<file path="src/rtl/uart_pkg.sv">
// Shared UART definitions used by both the receive and transmit sides.
// Holds the frame geometry, the default baud divisor and the receiver state encoding.
package uart_pkg;

   localparam int DATA_BITS       = 8;
   localparam int DEFAULT_DIVISOR = 16;

   typedef enum logic [1:0] {
      IDLE  = 2'd0,
      START = 2'd1,
      DATA  = 2'd2,
      STOP  = 2'd3
   } rxState_t;

endpackage

</file>
<file path="src/rtl/uart_sync2.sv">
// Two-flop synchronizer for a single asynchronous input.
// RESET_VAL sets what both flops hold during reset, e.g. 1 for an idle-high line.
module uart_sync2 #(
   parameter logic RESET_VAL = 1'b1
) (
   input  logic clkIN,
   input  logic resetIN,
   input  logic asyncIN,
   output logic syncOUT
);

   logic meta;

   // First stage may go metastable; the second stage gives it a full cycle to settle
   always_ff @(posedge clkIN or posedge resetIN) begin
      if (resetIN) begin
         meta    <= RESET_VAL;
         syncOUT <= RESET_VAL;
      end else begin
         meta    <= asyncIN;
         syncOUT <= meta;
      end
   end

endmodule

</file>
<file path="src/rtl/uart_receiver.sv">
// 8N1 UART receive engine: recovers bytes from rxIN at DIVISOR clocks per bit.
// Emits a one-cycle valid or framing-error strobe per frame plus an active-low busy flag.
module uart_receiver
   import uart_pkg::*;
#(
   parameter int DIVISOR = DEFAULT_DIVISOR
) (
   input  logic                 clkIN,
   input  logic                 resetIN,
   input  logic                 rxIN,
   output logic [DATA_BITS-1:0] dataOUT,
   output logic                 validOUT,
   output logic                 frameErrOUT,
   output logic                 nBusyOUT
);

   localparam int HALF = DIVISOR / 2;
   localparam int CW   = $clog2(DIVISOR);
   localparam logic [CW-1:0] HALF_LOAD = CW'(HALF - 1);
   localparam logic [CW-1:0] FULL_LOAD = CW'(DIVISOR - 1);
   localparam logic [2:0]    LAST_BIT  = 3'(DATA_BITS - 1);

   rxState_t             state;
   logic                 rxS;
   logic                 prevRxS;
   logic                 startEdge;
   logic [CW-1:0]        cnt;
   logic [2:0]           bitIdx;
   logic [DATA_BITS-1:0] shiftReg;

   uart_sync2 #(
      .RESET_VAL(1'b1)
   ) rxSync (
      .clkIN  (clkIN),
      .resetIN(resetIN),
      .asyncIN(rxIN),
      .syncOUT(rxS)
   );

   // A held-low line never re-arms this, so a break reports only once
   assign startEdge = prevRxS & ~rxS;

   // Frame sequencer: every sample lands at cnt==0, half a bit after the start edge and then once per bit
   always_ff @(posedge clkIN or posedge resetIN) begin
      if (resetIN) begin
         state       <= IDLE;
         prevRxS     <= 1'b1;
         cnt         <= '0;
         bitIdx      <= '0;
         shiftReg    <= '0;
         dataOUT     <= '0;
         validOUT    <= 1'b0;
         frameErrOUT <= 1'b0;
         nBusyOUT    <= 1'b1;
      end else begin
         prevRxS     <= rxS;
         validOUT    <= 1'b0;
         frameErrOUT <= 1'b0;
         case (state)
            IDLE: begin
               if (startEdge) begin
                  cnt      <= HALF_LOAD;
                  state    <= START;
                  nBusyOUT <= 1'b0;
               end
            end
            START: begin
               if (cnt == '0) begin
                  if (rxS) begin
                     state    <= IDLE;
                     nBusyOUT <= 1'b1;
                  end else begin
                     cnt    <= FULL_LOAD;
                     bitIdx <= '0;
                     state  <= DATA;
                  end
               end else begin
                  cnt <= cnt - 1'b1;
               end
            end
            DATA: begin
               if (cnt == '0) begin
                  shiftReg <= {rxS, shiftReg[DATA_BITS-1:1]};
                  cnt      <= FULL_LOAD;
                  if (bitIdx == LAST_BIT) begin
                     state <= STOP;
                  end else begin
                     bitIdx <= bitIdx + 1'b1;
                  end
               end else begin
                  cnt <= cnt - 1'b1;
               end
            end
            STOP: begin
               // Leaving at mid-stop lets a start bit that follows with no idle gap be caught
               if (cnt == '0) begin
                  if (rxS) begin
                     dataOUT  <= shiftReg;
                     validOUT <= 1'b1;
                  end else begin
                     frameErrOUT <= 1'b1;
                  end
                  state    <= IDLE;
                  nBusyOUT <= 1'b1;
               end else begin
                  cnt <= cnt - 1'b1;
               end
            end
            default: begin
               state    <= IDLE;
               nBusyOUT <= 1'b1;
            end
         endcase
      end
   end

endmodule
</file>
<file path="config.mk">
export PLATFORM = sky130hd
export DESIGN_NAME = uart_receiver
export DESIGN_NICKNAME = d
export VERILOG_FILES = /design/src/rtl/uart_pkg.sv /design/src/rtl/uart_sync2.sv /design/src/rtl/uart_receiver.sv
export SDC_FILE = /design/constraint.sdc
export NUM_CORES = 1
export LEC_CHECK = 0
export ABC_AREA = 1
export CAP_MARGIN = 0
export CORE_ASPECT_RATIO = 0.75
export CORE_MARGIN = 2
export CORE_UTILIZATION = 55
export DETAILED_ROUTE_END_ITERATION = 10
export GPL_ROUTABILITY_DRIVEN = 0
export PLACE_DENSITY_LB_ADDON = 0.25
export SLEW_MARGIN = 30
export SYNTH_ARGS = -nofsm -noshare
export SYNTH_HDL_FRONTEND = slang
export SYNTH_SLANG_ARGS = --single-unit
export TNS_END_PERCENT = 5
</file>
<file path="constraint.sdc">
create_clock -name clkIN -period 2.1 [get_ports clkIN]
set_input_delay 0.42 -clock clkIN [delete_from_list [all_inputs] [get_ports clkIN]]
set_output_delay 0.42 -clock clkIN [all_outputs]
set_load 0.1 [all_outputs]
</file>
==> out/qor.csv <==
metric,value,unit
outcome,completed,
grt-ovfl-total,0,
rows,16,
core-area,2640,sq um
worst_setup_path_end_kind,register,
die_height,50.0,um
finalSetupViolCount,0,
grt_pass1_vias,994,
cap_violations,0,
ctsResizeCount,0,
diodes,0,
synthCells,168,
io_buffers,13,
seqCellArea,781,sq um
fin_setup_tns,0,ps
rsz0062_at_grt,no,
syn_area,1550,sq um
numCtsBuffers,5,
syn_area_per_cell,9.25,sq um
finalMaxSlewViolations,0,
fillCellCount,223,
die_area,3270,sq um
synth_seq_cells,31,
leakage,0.916,nW
clock-sinks,31,
vias,1085,
yosysWarnings,0,
cts_root_buf,clkbuf_8,
first_iter_violations,92,
route.detailed.wl_per_inst,11.4,um
critical_path_class,reg2reg,
fin_worst_skew,5.02,ps
cts_buffer_depth,2,
cp.arrival,1700,ps
cts_hold_buf,0,
cts-htree-levels,2,
fmax,0.652,GHz
fin_ws,567,ps
post-route-min-period,1530,ps
min_period_over_period,73.0,%
drc,0,
dp_slack,583,ps
crit_fanout,8,
track_usage,17.7,%
die_w,65.4,um
viasPerCell,4.87,
antenna_found_initial,0,
slew_headroom,74.8,%
hold_path.class,reg2reg,
ioPinCount,14,
irDropWorstVdd,0.716,mV
wl,2.54,mm
hold_violations,0,
clk_pin_slew,60,ps
dr.pass1.iters,4,
grt_max_degree,32,
critPathLaunchType,register,
nets,197,
cts_tree,built,
yosysSeqAreaShare,50.2,%
dp_hpwl,1.83,mm
insertion_delay,270,ps
start_util,58.8,%
ant_nets,0,
grt_pass1_wl,4.35,mm
crit_required,2270,ps
drive_above_1_share,24.6,%
p_per_area,1130,nW/um^2
post_cts_buffers,0,
areaGrowthSynthToFinish,14.3,%
syn_nets,179,
multi_input_area,661,sq um
tightest_slew,377,ps
synth_cell_types,21,
==> logic make-up (layout without fill, tap and decap cells) <==
family | Yosys count | after routing | synth area share (%)
simple gates | 81 | 81 | 24.0
fa+ha+maj | 8 | 8 | 6.44
xor+xnor | 1 | 1 | 0.564
buf+inv | 25 | 44 | 7.25
compound gates | 22 | 22 | 11.5
flops | 31 | 31 | 50.2
==> synth_stat cells (all sizes together) <==
cell	instances	area, sq um
nand3b	4	30.0
nor2	8	37.5
nand4	1	6.26
buf	2	22.5
o211ai	2	15.0
dfrtp	27	676
nor3	1	5.00
clkbuf	1	5.00
xnor2	1	8.76
dfstp	4	105
ha	8	100
nand3	8	52.6
inv	22	85.1
nand2	59	241
o21ai	20	164
==> path summary, 6_finish.rpt <==
path | slack (ps) | to | depth (start not counted) | start
max | 570 | bitIdx[0] | 7 | state[0]
min reg2reg | 350 | rxSync.syncOUT | 0 | rxSync.meta
min | 350 | rxSync.syncOUT | 0 | rxSync.meta
max reg2reg | 570 | bitIdx[0] | 7 | state[0]
max in group asynchronous | 1260 | rxSync.meta | 3 | resetIN
min in group asynchronous | 520 | dataOUT[2] | 3 | resetIN
==> critical path, stage by stage (launching register included) <==
cell and delay [ps]:
dfrtp_1 440, inv_1 140, ha_1 370, nand3b_1 140
o21ai_2 110, nand2_1 120, nand2_1 80, nand2_1 50
==> flip-flops by register name, indices dropped and copies added (netlist names), named ones only <==
name	count
dataOUT	8
shiftReg	8
cnt	4
bitIdx	3
frameErrOUT	1
nBusyOUT	1
prevRxS	1
rxSync.meta	1
rxSync.syncOUT	1
state	1
validOUT	1
==> area by class of cell <==
| class | instances | share of cell area [%] |
|---|---|---|
| Sequential cell | 31 | 44.0 |
| Multi-Input combinational cell | 112 | 37.2 |
| Timing Repair Buffer | 14 | 6.91 |
| Inverter | 22 | 4.79 |
| Clock buffer | 7 | 4.30 |
| Tap cell | 36 | 2.54 |
| Clock inverter | 1 | 0.282 |
==> report_power, final <==
| group | total, mW | switching (mW) | internal (mW) | leakage (nW) |
|---|---|---|---|---|
| sequential | 0.785 | 0.0904 | 0.695 | 0.408 |
| combinational | 0.788 | 0.519 | 0.268 | 0.466 |
| clock | 0.429 | 0.197 | 0.232 | 0.0422 |
| total | 2.00 | 0.807 | 1.19 | 0.916 |
==> metal layers <==
layer | part of all wire, % | track usage (%) | vias to the layer above
li1 | - | - | 567
met1 | 49 | 23.4 | 497
met2 | 46 | 27.0 | 16
met3 | 4.4 | 6.85 | 5
met4 | 0.75 | 5.21 | 0
met5 | 0 | 0 | -
==> metrics by stage <==
stage	hold WS [ps]	power (mW)	instances	cell area [sq um]	utilization, %
after floorplan	345	1.40	168	1550	-
after global placement	347	1.55	215	1690	64.1
after detailed placement	347	1.58	215	1690	64.1
after CTS	350	2.01	223	1780	67.2
after global routing	361	2.16	223	1780	67.2
final	349	2.00	223	1780	67.2
==> cells in the final DEF (no fill, tap or decap) <==
cell	Yosys	layout
nand2_1	55	55
dfrtp_1	27	27
inv_1	21	21
o21ai_2	17	17
buf_4	0	11
ha_1	8	8
nand3_1	7	7
nor2_1	7	7
clkbuf_8	0	5
nand3b_1	4	4
dfstp_2	4	4
o21ai_0	3	3
nand2_4	2	2
nand2_2	2	2
o211ai_1	2	2
clkbuf_1	0	2
clkdlybuf4s50_1	0	2
nor2_4	1	1
nand4_1	1	1
inv_4	1	1
nand3_4	1	1
xnor2_1	1	1
nor3_1	1	1
clkinv_2	0	1
buf_12	0	1
Power figures use the tool's default switching activity.
